--- src/rtl/inst_fetch_if.sv ---
// inst_fetch_if: icache, predictor, instruction-queue and back-end signals of the fetch stage.
interface inst_fetch_if #(parameter int DAT_W = 32);
  logic             ic_req_o;
  logic [DAT_W-1:0] ic_addr_o;
  logic             ic_valid_i;
  logic [DAT_W-1:0] ic_inst_i;
  logic [DAT_W-1:0] bp_pc_o;
  logic             bp_br_i;
  logic             bp_fb_en_o;
  logic             bp_fb_abr_o;
  logic [DAT_W-1:0] bp_fb_tpc_o;
  logic             iq_full_i;
  logic             iq_push_o;
  logic [DAT_W-1:0] iq_inst_o;
  logic [DAT_W-1:0] iq_pc_o;
  logic             iq_pred_o;
  logic [DAT_W-1:0] iq_npc_o;
  logic             br_en_i;
  logic             br_taken_i;
  logic [DAT_W-1:0] br_pc_i;
  logic             flush_i;
  logic [DAT_W-1:0] flush_pc_i;
  modport master (
    output ic_req_o, ic_addr_o, bp_pc_o, bp_fb_en_o, bp_fb_abr_o, bp_fb_tpc_o,
           iq_push_o, iq_inst_o, iq_pc_o, iq_pred_o, iq_npc_o,
    input  ic_valid_i, ic_inst_i, bp_br_i, iq_full_i, br_en_i, br_taken_i, br_pc_i,
           flush_i, flush_pc_i
  );
  modport slave (
    input  ic_req_o, ic_addr_o, bp_pc_o, bp_fb_en_o, bp_fb_abr_o, bp_fb_tpc_o,
           iq_push_o, iq_inst_o, iq_pc_o, iq_pred_o, iq_npc_o,
    output ic_valid_i, ic_inst_i, bp_br_i, iq_full_i, br_en_i, br_taken_i, br_pc_i,
           flush_i, flush_pc_i
  );
endinterface

--- src/rtl/inst_fetch.sv ---
// inst_fetch: fetch PC owner; one-word icache requests, next-PC prediction, IQ push, flush redirect.
module inst_fetch #(
  parameter int               DAT_W    = 32,
  parameter logic [DAT_W-1:0] RESET_PC = '0
) (
  input  logic         clk,
  input  logic         rst,
  input  logic         en,
  inst_fetch_if.master bus
);
  typedef enum logic [1:0] {IDLE, WAIT, HOLD, DROP} state_e;
  state_e           state_q, state_d;
  logic [DAT_W-1:0] pc_q, pc_d, hold_q, hold_d, inst, imm_j, imm_b, npc, fb_tpc_q;
  logic             pred, resp, push, fb_en_q, fb_abr_q;
  always_ff @(posedge clk or negedge rst) begin
    if (!rst) begin
      state_q  <= IDLE;
      pc_q     <= RESET_PC;
      hold_q   <= '0;
      fb_en_q  <= 1'b0;
      fb_abr_q <= 1'b0;
      fb_tpc_q <= '0;
    end else begin
      state_q <= state_d;
      pc_q    <= pc_d;
      hold_q  <= hold_d;
      fb_en_q <= en && bus.br_en_i;
      if (en) begin
        fb_abr_q <= bus.br_taken_i;
        fb_tpc_q <= bus.br_pc_i;
      end
    end
  end
  assign inst  = state_q == HOLD ? hold_q : bus.ic_inst_i;
  assign imm_j = {{12{inst[31]}}, inst[19:12], inst[20], inst[30:21], 1'b0};
  assign imm_b = {{20{inst[31]}}, inst[7], inst[30:25], inst[11:8], 1'b0};
  assign pred  = inst[6:0] == 7'b1101111 || (inst[6:0] == 7'b1100011 && bus.bp_br_i);
  assign npc   = pc_q + (!pred ? DAT_W'(4) : inst[6:0] == 7'b1101111 ? imm_j : imm_b);
  assign resp  = state_q == WAIT && bus.ic_valid_i;
  assign push  = en && !bus.flush_i && !bus.iq_full_i && (resp || state_q == HOLD);
  always_comb begin
    state_d = state_q;
    pc_d    = pc_q;
    hold_d  = hold_q;
    if (!en) begin
      // a response arriving while stalled is parked in HOLD; a dropped one still retires DROP
      state_d = resp ? HOLD : (state_q == DROP && bus.ic_valid_i) ? IDLE : state_q;
      hold_d  = resp ? bus.ic_inst_i : hold_q;
    end else if (bus.flush_i) begin
      pc_d    = bus.flush_pc_i;
      state_d = (state_q == WAIT || state_q == DROP) && !bus.ic_valid_i ? DROP : IDLE;
    end else begin
      pc_d    = push ? npc : pc_q;
      state_d = state_q == IDLE ? WAIT : push ? IDLE : resp ? HOLD :
                (state_q == DROP && bus.ic_valid_i) ? IDLE : state_q;
      hold_d  = resp && bus.iq_full_i ? bus.ic_inst_i : hold_q;
    end
  end
  always_comb begin
    bus.ic_req_o    = rst && en && !bus.flush_i && state_q == IDLE;
    bus.ic_addr_o   = pc_q;
    bus.bp_pc_o     = pc_q;
    bus.iq_push_o   = rst && push;
    bus.iq_inst_o   = bus.iq_push_o ? inst : '0;
    bus.iq_pc_o     = bus.iq_push_o ? pc_q : '0;
    bus.iq_pred_o   = bus.iq_push_o && pred;
    bus.iq_npc_o    = bus.iq_push_o ? npc : '0;
    bus.bp_fb_en_o  = fb_en_q;
    bus.bp_fb_abr_o = fb_abr_q;
    bus.bp_fb_tpc_o = fb_tpc_q;
  end
endmodule

--- src/flat_wrapper.sv ---
// flat-port wrapper written by rule: the top's interface ports become plain ports
module inst_fetch_flat 
#(
  parameter int               DAT_W    = 32,
  parameter logic [DAT_W-1:0] RESET_PC = '0
)
  (clk, rst, en, bus_ic_req_o, bus_ic_addr_o, bus_bp_pc_o, bus_bp_fb_en_o, bus_bp_fb_abr_o, bus_bp_fb_tpc_o, bus_iq_push_o, bus_iq_inst_o, bus_iq_pc_o, bus_iq_pred_o, bus_iq_npc_o, bus_ic_valid_i, bus_ic_inst_i, bus_bp_br_i, bus_iq_full_i, bus_br_en_i, bus_br_taken_i, bus_br_pc_i, bus_flush_i, bus_flush_pc_i);
  inst_fetch_if #(.DAT_W(DAT_W)) bus_i ();
  input  logic clk;
  input  logic rst;
  input  logic en;
  output wire logic [$bits(bus_i.ic_req_o)-1:0] bus_ic_req_o;
  output wire logic [$bits(bus_i.ic_addr_o)-1:0] bus_ic_addr_o;
  output wire logic [$bits(bus_i.bp_pc_o)-1:0] bus_bp_pc_o;
  output wire logic [$bits(bus_i.bp_fb_en_o)-1:0] bus_bp_fb_en_o;
  output wire logic [$bits(bus_i.bp_fb_abr_o)-1:0] bus_bp_fb_abr_o;
  output wire logic [$bits(bus_i.bp_fb_tpc_o)-1:0] bus_bp_fb_tpc_o;
  output wire logic [$bits(bus_i.iq_push_o)-1:0] bus_iq_push_o;
  output wire logic [$bits(bus_i.iq_inst_o)-1:0] bus_iq_inst_o;
  output wire logic [$bits(bus_i.iq_pc_o)-1:0] bus_iq_pc_o;
  output wire logic [$bits(bus_i.iq_pred_o)-1:0] bus_iq_pred_o;
  output wire logic [$bits(bus_i.iq_npc_o)-1:0] bus_iq_npc_o;
  input wire logic [$bits(bus_i.ic_valid_i)-1:0] bus_ic_valid_i;
  input wire logic [$bits(bus_i.ic_inst_i)-1:0] bus_ic_inst_i;
  input wire logic [$bits(bus_i.bp_br_i)-1:0] bus_bp_br_i;
  input wire logic [$bits(bus_i.iq_full_i)-1:0] bus_iq_full_i;
  input wire logic [$bits(bus_i.br_en_i)-1:0] bus_br_en_i;
  input wire logic [$bits(bus_i.br_taken_i)-1:0] bus_br_taken_i;
  input wire logic [$bits(bus_i.br_pc_i)-1:0] bus_br_pc_i;
  input wire logic [$bits(bus_i.flush_i)-1:0] bus_flush_i;
  input wire logic [$bits(bus_i.flush_pc_i)-1:0] bus_flush_pc_i;
  assign bus_ic_req_o = bus_i.ic_req_o;
  assign bus_ic_addr_o = bus_i.ic_addr_o;
  assign bus_bp_pc_o = bus_i.bp_pc_o;
  assign bus_bp_fb_en_o = bus_i.bp_fb_en_o;
  assign bus_bp_fb_abr_o = bus_i.bp_fb_abr_o;
  assign bus_bp_fb_tpc_o = bus_i.bp_fb_tpc_o;
  assign bus_iq_push_o = bus_i.iq_push_o;
  assign bus_iq_inst_o = bus_i.iq_inst_o;
  assign bus_iq_pc_o = bus_i.iq_pc_o;
  assign bus_iq_pred_o = bus_i.iq_pred_o;
  assign bus_iq_npc_o = bus_i.iq_npc_o;
  assign bus_i.ic_valid_i = bus_ic_valid_i;
  assign bus_i.ic_inst_i = bus_ic_inst_i;
  assign bus_i.bp_br_i = bus_bp_br_i;
  assign bus_i.iq_full_i = bus_iq_full_i;
  assign bus_i.br_en_i = bus_br_en_i;
  assign bus_i.br_taken_i = bus_br_taken_i;
  assign bus_i.br_pc_i = bus_br_pc_i;
  assign bus_i.flush_i = bus_flush_i;
  assign bus_i.flush_pc_i = bus_flush_pc_i;
  inst_fetch #(.DAT_W(DAT_W), .RESET_PC(RESET_PC)) u_core (.clk(clk), .rst(rst), .en(en), .bus(bus_i));
endmodule
--- config.mk ---
export PLATFORM = sky130hd
export DESIGN_NAME = inst_fetch_flat
export DESIGN_NICKNAME = d
export VERILOG_FILES = /design/src/rtl/inst_fetch_if.sv /design/src/rtl/inst_fetch.sv /design/src/flat_wrapper.sv
export SDC_FILE = /design/constraint.sdc
export NUM_CORES = 1
export LEC_CHECK = 0
export BUFFER_PORTS_ARGS = -buffer_cell sky130_fd_sc_hd__buf_2
export CAP_MARGIN = 20
export CORE_ASPECT_RATIO = 0.5
export CORE_UTILIZATION = 40
export CTS_BUF_LIST = sky130_fd_sc_hd__clkbuf_16
export DETAILED_ROUTE_END_ITERATION = 10
export PLACE_DENSITY_LB_ADDON = 0.25
export SLEW_MARGIN = 10
export SYNTH_ARGS = -nofsm -noshare
export SYNTH_HDL_FRONTEND = slang
export SYNTH_SLANG_ARGS = --single-unit
export TNS_END_PERCENT = 30
--- constraint.sdc ---
create_clock -name clk -period 4.75 [get_ports clk]
set_input_delay 0.2375 -clock clk [delete_from_list [all_inputs] [get_ports clk]]
set_output_delay 0.2375 -clock clk [all_outputs]
set_load 0.05 [all_outputs]
# Word-level counts from Yosys, hierarchy flattened
# Index checks and enable logic that the tools add are counted.
[op_classes]
add_sub_neg = 1
eq_ne = 7
muxes = 19
n_reduce_logical = 25
[op_table]
columns = ["operator", "count"]
rows = [
  ["$mux 32", 11],
  ["$add 32x32->32", 1],
  ["$mux 20", 1],
  ["$eq 7x7->1 const B", 2],
  ["$logic_and 1x1->1", 14],
  ["$mux 2", 7],
  ["$eq 2x2->1 const B", 2],
  ["$reduce_bool 2->1", 2],
  ["$logic_not 1->1", 3],
  ["$logic_or 1x1->1", 3],
  ["$reduce_and 3->1", 1],
  ["$eq 2x1->1 const B", 1],
  ["$logic_not 2->1", 1],
  ["$ne 2x1->1 const B", 1],
  ["$ne 2x2->1 const B", 1],
  ["$reduce_and 2->1", 1],
]
[word_totals]
ff_bits = 100

# Longest topological paths before layout
# Gate-level depths: netlist (run 1).
[logic_depth]
depth_word = 9
ltp_mapped = 18

# Least setup slack after synthesis (run 1)
# OpenSTA, ideal clock, no wires.
[synth_timing]
path_type = "register to output"
from = "reg u_core.state_q[0]"
to = "out bus_iq_npc_o[29]"
t_arrival_ns = 4.625
setup_slack_ns = -0.113
stages_incl_launch_ff = 19
path_cell_list = "dfrtp_1 -> nand2b_1 -> buf_2 -> o21ai_0 -> nand2_1 -> clkbuf_1 -> mux4_2 -> nor2b_1 -> ha_1 -> inv_1 -> fa_1 -> nor2b_4 -> o31a_1 -> o311ai_1 -> nand2_1 -> o21ai_0 -> a21oi_1 -> o21a_1 -> nor3_1"
[synth_via]
elab_chain_len = 8
[synth_rtl]
columns = ["item", "line_no", "text"]
rows = [
  ["start: declaration", "inst_fetch.sv:12", "state_e state_q, state_d;"],
  ["start signal: assignment", "inst_fetch.sv:24", "state_q <= state_d;"],
  ["$eq 2x2->1", "inst_fetch.sv:34, inst_fetch.sv:40", ""],
  ["$mux 32", "inst_fetch.sv:34", "assign inst = state_q == HOLD ? hold_q : bus.ic_inst_i;"],
  ["$eq 7x7->1", "inst_fetch.sv:37", "assign pred = inst[6:0] == 7'b1101111 || (inst[6:0] == 7'b1100011 && bus.bp_br_i);"],
  ["$logic_and 1x1->1", "inst_fetch.sv:37", ""],
  ["$logic_or 1x1->1", "inst_fetch.sv:37", ""],
  ["$mux 32", "inst_fetch.sv:38", "assign npc = pc_q + (!pred ? DAT_W'(4) : inst[6:0] == 7'b1101111 ? imm_j : imm_b);"],
  ["$add 32x32->32", "inst_fetch.sv:38", ""],
  ["$mux 32 *", "inst_fetch.sv:67", "bus.iq_npc_o = bus.iq_push_o ? npc : '0;"],
  ["end: declaration", "flat_wrapper.sv:22", "output wire logic [$bits(bus_i.iq_npc_o)-1:0] bus_iq_npc_o;"],
]
# Mark *: on every way between the ends. The rest lies on a longest branch, timed or not.

# Worst setup path after layout (run 1)
[layout_timing]
from = "reg u_core.state_q[0]"
to = "out bus_iq_npc_o[31]"
# Same word-level chain as after synthesis.

==> metrics.txt, run 1 <==
synthesized netlist cell count ~780; Least-Margin Pin Slew 0.9919 ns; startpoint-to-endpoint class of the critical path reg -> out; Worst-Skew Late Latency 0.36 ns; endpoint type of the worst setup path primary output; sequential-to-total area share from yosys stat 35.60%; drt initial violations around 320; DIE WIDTH 189.5 um; maximum vdd ir drop approximately 220 uV; total gr overflow 0; sink count of the clock tree 100; I/O Pins 302; warning count from the yosys run 0; vias per cell 5.343; top fanout value on the critical path 12; Detail Placement HPWL 16.87 mm; worst relative slew slack between 30% and 40%; Req. time, crit path around 4.5 ns; ranking of synthesized cells by instance count sky130_fd_sc_hd__dfrtp_1, sky130_fd_sc_hd__nand2_1, sky130_fd_sc_hd__nor2_1, sky130_fd_sc_hd__a21oi_1, sky130_fd_sc_hd__mux2_2; area share of the largest cell type after synthesis a little over a third; Mapped Nets 917; routed via count 6855; Core Box Area 16760 um2; library cells used by synthesis 57; clock root cell sky130_fd_sc_hd__clkbuf_16; Synth Register Bits 100; setup TNS 0 ns; worst-case setup margin in the final layout about 0.1 ns; number of antenna violations at the first check in global routing 2; worst path arrival time ~4.4 ns; number of violations of the max-capacitance limit 0; kind of path behind the tightest hold check in -> reg; worst hold margin 0.07236 ns; post-place setup slack 0.1390 ns; number of global-route vias before repair 6435; Rows 33; effective utilization at floorplan 41.93%; fraction of registers with async set/reset 100.0%; pin count of the biggest net entering global routing 66; clk_skew approximately 0.011 ns; final-stage net count 1185; register area 2504 um2; cell taking the most area after synthesis sky130_fd_sc_hd__dfrtp_1; global-route wire length before repair 33.46 mm; Primary FF master, synth sky130_fd_sc_hd__dfrtp_1; TritonRoute pass-1 iters 6; count of endpoints failing setup in the final report 0; TritonCTS clock tree done; setup repair after global routing missed its margin yes; CTS clk-pin slew, worst paths ~0.080 ns; hold violation count in the final report 0; Post-Synthesis Mean Instance Area around 9.0 um2; Vert. Die Dim 95.74 um; dominant cells by area after synthesis sky130_fd_sc_hd__dfrtp_1, sky130_fd_sc_hd__mux2_2, sky130_fd_sc_hd__ha_1, sky130_fd_sc_hd__a21oi_1, sky130_fd_sc_hd__nand2_1; total power draw 3.801 mW; number of buffers added on ports between 300 and 400; most frequently used cell type in the post-synthesis netlist sky130_fd_sc_hd__dfrtp_1; Slew Viols, Final 0; post-route fraction of the period consumed by the critical path just under 100%; Post-Syn Area 7029 um2; area taken by multi-input logic gates 4165 um2; final weighted congestion in routability-driven placement 0.8931; power per standard cell area a little over 400 nW/um2; fmax 215.1 MHz; Area growth, synth to finish 30.92%; total wire length ~22 mm; final routed wire length divided by cell count 17.28 um; clock buffer count from CTS 9; number of levels in the clock H-tree 3; ANT nets after route 0; overall fraction of global-route tracks in use roughly a quarter; ratio of cells with drive above 1 in the final layout 41.94%; Filler Cells Inserted 1612; LEAKAGE 4.766 nW; die area around 18000 um2; buffers from clock root to sink, at most 2; count of unresolved DRC violations after routing 0; final critical-path required period 4.648 ns; outcome completed; startpoint kind of the worst setup timing path register; Post-synth EDFFs 0
-- registers in the layout, summed over array words and instances, names as in the netlist --
| register | count |
|---|---|
| u_core.bus.bp_fb_abr_o | 1 |
| u_core.state_q | 2 |
| u_core.bus.bp_pc_o | 32 |
| u_core.bus.bp_fb_tpc_o | 32 |
| u_core.hold_q | 32 |
| u_core.bus.bp_fb_en_o | 1 |
-- critical path, stage by stage, from the launching register on --
cell and delay (ns):
sky130_fd_sc_hd__dfrtp_1 0.42, sky130_fd_sc_hd__nand2b_4 0.21, sky130_fd_sc_hd__buf_6 0.18, sky130_fd_sc_hd__mux4_2 0.49, sky130_fd_sc_hd__nor2b_1 0.14, sky130_fd_sc_hd__ha_1 0.18
sky130_fd_sc_hd__inv_1 0.08, sky130_fd_sc_hd__fa_2 0.24, sky130_fd_sc_hd__nor2b_4 0.05, sky130_fd_sc_hd__o31a_1 0.34, sky130_fd_sc_hd__o311ai_1 0.31, sky130_fd_sc_hd__nand2_1 0.16
sky130_fd_sc_hd__o31a_1 0.34, sky130_fd_sc_hd__a31o_1 0.25, sky130_fd_sc_hd__or3_1 0.33, sky130_fd_sc_hd__a21oi_2 0.15, sky130_fd_sc_hd__buf_6 0.18
-- what timing repair did --
action / CTS / global route
cloned: 1 / 0
endpoints found under the hold margin: 35 / 0
buffers inserted: 1 / 9
gates resized for setup: 11 / 20
hold buffers: 1 / 0
pin swaps: 0 / 9
setup endpoints to repair: 3 / 7
-- report_power, final --
group	switching [mW]	total [mW]	internal [mW]	leakage, nW
Sequential	0.216	1.30	1.08	1.18
Clock	0.362	0.722	0.360	0.133
Combinational	1.18	1.78	0.599	3.46
Total	1.76	3.80	2.04	4.77
-- cell type report --
cell class / count / area share [%]
antenna: 2 / 0.05438
multi-input combinational: 596 / 45.26
sequential: 100 / 27.21
timing repair buffer: 331 / 20.94
clock buffer: 9 / 2.447
inverter: 11 / 0.4487
tap: 227 / 3.086
clock inverter: 7 / 0.5574
-- final timing paths --
kind | startpoint | endpoint | slack (ns) | cells after the start
min reg2reg | u_core.bus.bp_fb_tpc_o[3] | u_core.bus.bp_fb_tpc_o[3] | 0.50 | 1
max | u_core.state_q[0] | bus_iq_npc_o[31] | 0.10 | 16
min in group asynchronous | rst | u_core.hold_q[30] | 0.39 | 2
min | bus_flush_pc_i[0] | u_core.bus.bp_pc_o[0] | 0.07 | 3
max reg2reg | u_core.state_q[0] | u_core.bus.bp_pc_o[31] | 0.74 | 16
max in group asynchronous | rst | u_core.bus.bp_fb_tpc_o[18] | 3.04 | 3
-- kinds of logic (layout without fill, tap and decap cells) --
logic type	count (synthesis)	count (layout)	synth area share, %
adder cells (fa/ha/maj)	31	31	5.625
XOR/XNOR	24	24	2.990
multiplexers	86	86	14.29
other	0	2	0
buffers and inverters	85	358	6.355
flip-flops	100	100	35.60
AO/OA/AOI/OAI	205	205	18.17
AND/OR/NAND/NOR	250	250	16.96
-- metrics by stage --
stage	utilization, %	instance area [um2]	instances
2_1_floorplan	-	7034	781
3_3_place_gp	51.91	8702	1253
3_5_place_dp	51.91	8702	1253
4_1_cts	54.05	9060	1272
5_1_grt	54.87	9198	1281
6_report	54.90	9203	1283
-- layout by cell type, fill, tap and decap left out, types with 5 or more instances in the layout --
cell type	synthesis	final
sky130_fd_sc_hd__o21bai_1	5	5
sky130_fd_sc_hd__a21oi_1	67	65
sky130_fd_sc_hd__mux2i_1	16	16
sky130_fd_sc_hd__inv_1	11	12
sky130_fd_sc_hd__nor3_1	12	10
sky130_fd_sc_hd__xnor2_1	14	14
sky130_fd_sc_hd__dfrtp_1	100	99
sky130_fd_sc_hd__xor2_1	10	10
sky130_fd_sc_hd__buf_2	3	290
sky130_fd_sc_hd__o22ai_1	10	10
sky130_fd_sc_hd__mux2_2	65	65
sky130_fd_sc_hd__clkbuf_16	0	9
sky130_fd_sc_hd__mux4_2	5	5
sky130_fd_sc_hd__o21ai_0	43	38
sky130_fd_sc_hd__a21o_1	26	26
sky130_fd_sc_hd__nand3_1	7	6
sky130_fd_sc_hd__nand4_1	9	9
sky130_fd_sc_hd__nand2_1	77	76
sky130_fd_sc_hd__buf_4	33	26
sky130_fd_sc_hd__o211ai_1	8	8
sky130_fd_sc_hd__buf_12	0	10
sky130_fd_sc_hd__o21a_1	15	15
sky130_fd_sc_hd__and2_1	44	44
sky130_fd_sc_hd__nor2b_1	7	6
sky130_fd_sc_hd__nor2_1	71	70
sky130_fd_sc_hd__ha_1	30	27
-- routing by layer --
layer,routed length [um],share of wire (%),up-vias,global-route usage (%)
li1,-,-,3280,-
met1,9962,45,3279,31.37
met2,10330,47,260,39.04
met3,1561,7.0,36,6.125
met4,325,1.5,0,6.250
met5,0,0,-,0
Power figures use the tool's default switching activity.
==> inputs of run 2 (changes only) <==
Settings changed: CORE_ASPECT_RATIO 0.5 to 1.1.
==> run 2 against run 1 <==
Clock skew decreased by 0.0037 ns. Clock-buffer cell count unchanged. Register-to-register slack improved by 0.11 ns. Die area decreased by 0.17%.
==> metrics.txt, run 2 (same netlist as run 1, synthesis figures left out) <==
sink count of the clock tree 100 (unchanged); end point of the most critical hold path u_core.bus.bp_pc_o[0]; Slew Viols, Final 0 (unchanged); power per standard cell area 419.5 nW/um2 (+1.6%); startpoint-to-endpoint class of the critical path reg -> out; CTS clk-pin slew, worst paths 0.08 ns (about the same); TritonCTS clock tree done; overall fraction of global-route tracks in use 24.88% (+1.1 points); global-route wire length before repair 34.63 mm (+3.5%); Hold Path Origin bus_flush_pc_i[0]; I/O Pins 302 (unchanged); number of antenna violations at the first check in global routing 2 (unchanged); final-stage net count 1184 (-0.084%); endpoint type of the worst setup path primary output; die area 18110 um2 (-0.17%); worst relative slew slack 37.08% (+3.3 points); count of cells along the worst hold path 3 (unchanged); final weighted congestion in routability-driven placement 0.9437 (+5.7%); total gr overflow 0 (unchanged); dpl cells 1256 (+0.24%); number of buffers added on ports 301 (unchanged); Rows 50 (+52%); DIE WIDTH 128.4 um (-32%); worst r2r src u_core.state_q[0]; fmax 217.3 MHz (+1.0%); worst-case setup margin in the final layout 0.1482 ns (+0.04634 ns); top fanout value on the critical path 8 (-4); clock root cell sky130_fd_sc_hd__clkbuf_16; setup repair after global routing missed its margin yes; vias per cell 5.277 (-1.2%); Core Box Area 17080 um2 (+1.9%); Least-Margin Pin Slew 0.9415 ns (-0.05035 ns); startpoint kind of the worst setup timing path register; worst path arrival time 4.36 ns (-0.05 ns); Worst-Skew Late Latency 0.35 ns (about the same); Detail Placement HPWL 17.18 mm (+1.8%); buffers from clock root to sink, at most 2 (unchanged); ratio of cells with drive above 1 in the final layout 42.45% (+0.51 points); count of unresolved DRC violations after routing 0 (unchanged); most common library cell in the layout ignoring fill and taps sky130_fd_sc_hd__buf_2; maximum vdd ir drop 190.7 uV (-13%); post-place setup slack 0.1355 ns (-0.003461 ns); post-placement cell area 8566 um2 (-1.6%); clock buffer count from CTS 9 (unchanged); hold violation count in the final report 0 (unchanged); post-route fraction of the period consumed by the critical path 96.88% (-0.98 points); cell area after layout 9084 um2 (-1.3%); clk_skew 0.006955 ns (-0.003700 ns); TritonRoute pass-1 iters 6 (unchanged); endpoint of the worst-slack reg-to-reg timing path u_core.bus.bp_pc_o[31]; kind of path behind the tightest hold check in -> reg; drt initial violations 398 (+23%); Filler Cells Inserted 1659 (+2.9%); Area growth, synth to finish 29.23%; final routed wire length divided by cell count 17.77 um (+2.8%); routed via count 6797 (-0.85%); Vert. Die Dim 141.0 um (+47%); number of cell instances on the worst register-to-register path 16 (unchanged); ANT nets after route 0 (unchanged); effective utilization at floorplan 41.16% (-0.77 points); reg-to-reg setup timing slack 0.85 ns (+0.11 ns); total wire length 22.89 mm (+3.2%); pin count of the biggest net entering global routing 62 (-6.1%); number of global-route vias before repair 6319 (-1.8%); outcome completed; count of endpoints failing setup in the final report 0 (unchanged); final critical-path required period 4.602 ns (-0.04634 ns); Final Non-Filler Cells 1288 (+0.39%); LEAKAGE 4.706 nW (-1.3%); commonest cells after routing, fill and taps aside sky130_fd_sc_hd__buf_2, sky130_fd_sc_hd__dfrtp_1, sky130_fd_sc_hd__nand2_1; number of violations of the max-capacitance limit 0 (unchanged); Req. time, crit path 4.51 ns (about the same); number of levels in the clock H-tree 3 (unchanged)
==> run 2: cell types whose count changed in the layout (fill, tap and decap cells not counted), sizes merged <==
cell and delta:
diode -1, bufbuf -1, clkinv +1, inv -1
==> run 2: where the power goes <==
group,switching [mW],total (mW),internal [mW]
clock network,0.365,0.728,0.363
registers,0.219,1.30,1.08
logic,1.18,1.78,0.596
total,1.77,3.81,2.04
==> run 2: critical path, stage by stage (launching register included) <==
cell	delay (ns)
sky130_fd_sc_hd__dfrtp_2	0.46
sky130_fd_sc_hd__nand2b_4	0.21
sky130_fd_sc_hd__nand3_1	0.15
sky130_fd_sc_hd__o21ai_4	0.09
sky130_fd_sc_hd__nand2_2	0.13
sky130_fd_sc_hd__mux4_2	0.31
sky130_fd_sc_hd__or2_2	0.31
sky130_fd_sc_hd__inv_1	0.09
sky130_fd_sc_hd__fa_2	0.25
sky130_fd_sc_hd__nor2b_4	0.05
sky130_fd_sc_hd__o31a_1	0.30
sky130_fd_sc_hd__o311ai_2	0.23
sky130_fd_sc_hd__nand2_1	0.15
sky130_fd_sc_hd__o31a_1	0.33
sky130_fd_sc_hd__a31o_1	0.26
sky130_fd_sc_hd__or3_1	0.32
sky130_fd_sc_hd__a21oi_1	0.15
sky130_fd_sc_hd__buf_4	0.22
==> run 2: what timing repair did <==
action	in CTS	in global routing
pin swaps	1	10
resized for setup	8	24
buffers inserted	2	11
setup endpoints to repair	9	11
hold endpoints to repair	45	0
gates cloned	0	0
hold buffers	1	0
==> run 2: worst max-delay path by stage <==
stage	from	slack (ns)	depth (start not counted)	end
6_report	u_core.state_q[0]	0.15	17	bus_iq_npc_o[31]
5_1_grt	u_core.state_q[0]	-0.07	17	bus_iq_npc_o[31]
4_1_cts	u_core.state_q[0]	0.008	19	bus_iq_npc_o[31]
3_5_place_dp	u_core.state_q[0]	0.14	17	bus_iq_npc_o[31]
3_3_place_gp	u_core.state_q[0]	0.21	16	bus_iq_npc_o[31]
2_1_floorplan	u_core.state_q[0]	-0.09	18	bus_iq_npc_o[31]
==> run 2: layer usage <==
metal  share of wire (%)  routed length, um  global-route usage [%]  vias to the layer above
met5               0.052                 12                       0                        -
met4                 1.6                358                   5.944                        2
met3                 7.2               1648                   5.503                       21
met2                  48              11050                   42.28                      292
met1                  43               9824                   31.95                     3204
li1                    -                  -                       -                     3278
==> run 2: cell type report <==
class / count / area [um2] / area share [%]
Sequential cell: 100 / 2505 / 27.58
Clock buffer: 9 / 225.2 / 2.479
Tap cell: 234 / 292.8 / 3.223
Multi-Input combinational cell: 596 / 4205 / 46.29
Clock inverter: 7 / 56.30 / 0.6198
Timing Repair Buffer: 330 / 1755 / 19.33
Inverter: 11 / 41.29 / 0.4545
Antenna cell: 1 / 2.502 / 0.02755
==> run 2: metrics by stage <==
stage          hold slack [ns]  setup TNS [ns]  util [%]  power [mW]
2_1_floorplan         -0.05809        -0.09365         -       2.642
3_3_place_gp            0.3034               0     50.15       3.017
3_5_place_dp            0.3081               0     50.15       3.034
4_1_cts                0.06260               0     52.06       3.779
5_1_grt                0.07461        -0.07010     53.17       4.006
6_report               0.07022               0     53.19       3.811
==> inputs of run 3 (changes only) <==
Settings changed: CORE_UTILIZATION 40 to 49.
==> run 3 against run 2 <==
Total power is 2.4% higher. Flip-flop and latch count unchanged. Core utilization increased by 12 points. Register-to-register slack got worse by 0.06 ns. Clock power increased by 9.1%. Combinational power barely moved. Sequential share of layout area decreased by 0.068 points. Setup slack worse by 0.036 ns. Final cell count shrank 3.2%. Final area grew 0.25%. Largest power group unchanged.
==> metrics.txt, run 3 (same netlist as run 1, synthesis figures left out) <==
total power draw 3.902 mW (+2.4%); vias per cell 5.548 (+5.1%); share of power burned in registers 33.4% (-0.8 points); Worst path slowest cell sky130_fd_sc_hd__dfrtp_2; post-placement cell area 8516 um2 (-0.58%); Rows 45 (-10%); routed via count 6918 (+1.8%); TritonCTS clock tree done; global-route wire length before repair 32.98 mm (-4.8%); maximum vdd ir drop 251.3 uV (+32%); part of the total power dissipated in combinational logic 46.2% (-0.5 points); overall fraction of global-route tracks in use 29.21% (+4.3 points); most common library cell in the layout ignoring fill and taps sky130_fd_sc_hd__buf_2; Sw Ratio 45.52% (-0.87 points); number of buffers added on ports 301 (unchanged); count of unresolved DRC violations after routing 0 (unchanged); clk_skew 0.007968 ns (+0.001013 ns); power per standard cell area 428.5 nW/um2 (+2.1%); internal portion of total power 2.126 mW (+4.1%); endpoint type of the worst setup path primary output; final-stage net count 1190 (+0.51%); number of violations of the max-capacitance limit 0 (unchanged); startpoint kind of the worst setup timing path register; LEAKAGE 4.782 nW (+1.6%); most numerous cell on the critical path sky130_fd_sc_hd__o31a_1; part of the total power dissipated in the clock network 20.3% (+1.2 points); worst relative slew slack 44.63% (+7.5 points); kind of path behind the tightest hold check in -> reg; ANT nets after route 0 (unchanged); final critical-path required period 4.638 ns (+0.03632 ns); number of global-route vias before repair 6420 (+1.6%); buffers from clock root to sink, at most 2 (unchanged); startpoint-to-endpoint class of the critical path reg -> out; number of antenna violations at the first check in global routing 0 (-2); total wire length 21.73 mm (-5.1%); clock buffer count from CTS 9 (unchanged); total inserted antenna cells 0 (-1); final weighted congestion in routability-driven placement 0.9445 (about the same); number of buffers and inverters on the critical path 2 (unchanged); final routed wire length divided by cell count 17.42 um (-2.0%); drt initial violations 379 (-4.8%); effective utilization at floorplan 50.54% (+9.4 points); worst path arrival time 4.40 ns (+0.04 ns); sink count of the clock tree 100 (unchanged); post-route fraction of the period consumed by the critical path 97.65% (+0.76 points); category of cells accounting for the largest share of critical-path delay compound AO/OA/AOI/OAI gates; fmax 215.6 MHz (-0.78%); hold violation count in the final report 0 (unchanged); Detail Placement HPWL 16.29 mm (-5.2%); commonest cells after routing, fill and taps aside sky130_fd_sc_hd__buf_2, sky130_fd_sc_hd__dfrtp_1, sky130_fd_sc_hd__nand2_1; cell breakdown of the critical path nand2b_4, nand3_1, o21ai_4, nand2_2, buf_4, mux4_2, nor2b_1, ha_1, nor2b_4, o31a_1, o311ai_1, nand2_1, o31a_1, a31o_1, or3_1, a21oi_2, buf_6; total gr overflow 0 (unchanged); top fanout value on the critical path 6 (-2); net load switching power 1.776 mW (+0.48%); Area growth, synth to finish 29.55%; TritonRoute pass-1 iters 5 (-1); ratio of cells with drive above 1 in the final layout 42.40% (-0.052 points); clock root cell sky130_fd_sc_hd__clkbuf_16; number of levels in the clock H-tree 3 (unchanged); DIE WIDTH 116.2 um (-9.5%); Worst-Skew Late Latency 0.36 ns (about the same); CTS clk-pin slew, worst paths 0.07 ns (about the same); die area 14830 um2 (-18%); cell area after layout 9106 um2 (+0.25%); Vert. Die Dim 127.6 um (-9.5%); count of endpoints failing setup in the final report 0 (unchanged); Req. time, crit path 4.51 ns (about the same); outcome completed; Core Box Area 13910 um2 (-19%); Least-Margin Pin Slew 0.8305 ns (-0.1110 ns); I/O Pins 302 (unchanged); largest stage delay on the critical path 0.44 ns (-0.02 ns); pin count of the biggest net entering global routing 53 (-15%); Slew Viols, Final 0 (unchanged)
-- run 3: worst paths after layout --
kind                       slack (ns)  cells past startpoint                       start                         end
max                              0.11                     17           u_core.state_q[0]            bus_iq_npc_o[31]
min                              0.06                      3           bus_flush_pc_i[0]       u_core.bus.bp_pc_o[0]
min reg2reg                      0.50                      1  u_core.bus.bp_fb_tpc_o[29]  u_core.bus.bp_fb_tpc_o[29]
max reg2reg                      0.79                     16           u_core.state_q[0]      u_core.bus.bp_pc_o[31]
min in group asynchronous        0.43                      2                         rst       u_core.bus.bp_fb_en_o
max in group asynchronous        3.17                      3                         rst           u_core.hold_q[26]
-- run 3: what timing repair did --
item	4_1_cts	5_1_grt
gates resized for setup	11	16
pin swaps	1	8
hold buffers	1	0
endpoints found under the hold margin	49	0
setup endpoints to repair	10	10
setup buffers	4	15
gates cloned	1	0
-- run 3: area by class of cell --
class                   instances  area, um2
repair buffers                336       1837
multi-input cells             596       4172
inverters                      11      41.29
clock inverters                 7      91.34
clock buffers                   9      225.2
flip-flops and latches        100       2505
fillers                      1201       4801
well taps                     188      235.2
-- run 3: per-stage QoR --
| stage | util, % | cells | hold WS, ns | setup slack (ns) | setup TNS (ns) |
|---|---|---|---|---|---|
| floorplan | - | 781 | -0.05809 | -0.09365 | -0.09365 |
| finish | 65.48 | 1247 | 0.06154 | 0.1118 | 0 |
| global placement | 61.23 | 1210 | 0.3065 | 0.1722 | 0 |
| CTS | 64.23 | 1232 | 0.05629 | 0.0005072 | 0 |
| global route | 65.48 | 1247 | 0.08374 | -0.03097 | -0.05330 |
| detailed placement | 61.23 | 1210 | 0.3079 | 0.08179 | 0 |
-- run 3: power by group through the flow --
stage,Sequential [mW],Clock [mW],Combinational [mW]
2_1_floorplan,1.57,0,1.07
3_3_place_gp,1.30,0,1.70
3_5_place_dp,1.31,0,1.71
4_1_cts,1.30,0.807,1.75
5_1_grt,1.34,0.834,1.92
6_report,1.30,0.794,1.80
-- run 3: worst reg2reg max path: stages (launching register included) --
cell	delay, ns
sky130_fd_sc_hd__dfrtp_2	0.44
sky130_fd_sc_hd__nand2b_4	0.20
sky130_fd_sc_hd__nand3_1	0.14
sky130_fd_sc_hd__o21ai_4	0.12
sky130_fd_sc_hd__nand2_2	0.13
sky130_fd_sc_hd__buf_4	0.16
sky130_fd_sc_hd__mux4_2	0.27
sky130_fd_sc_hd__nor2b_1	0.14
sky130_fd_sc_hd__ha_1	0.34
sky130_fd_sc_hd__nor2b_4	0.14
sky130_fd_sc_hd__o31a_1	0.27
sky130_fd_sc_hd__o311ai_1	0.24
sky130_fd_sc_hd__nand2_1	0.17
sky130_fd_sc_hd__o31a_1	0.35
sky130_fd_sc_hd__a31o_1	0.28
sky130_fd_sc_hd__o41a_1	0.32
sky130_fd_sc_hd__nor3_1	0.18
-- run 3: routing by layer --
metal  global-route usage (%)  vias to the layer above  part of all wire (%)
met5                        0                        -                     0
met4                    13.80                        0                   3.0
met3                    3.700                       39                   5.4
met2                    51.61                      279                    50
met1                    34.88                     3306                    41
li1                         -                     3294                     -
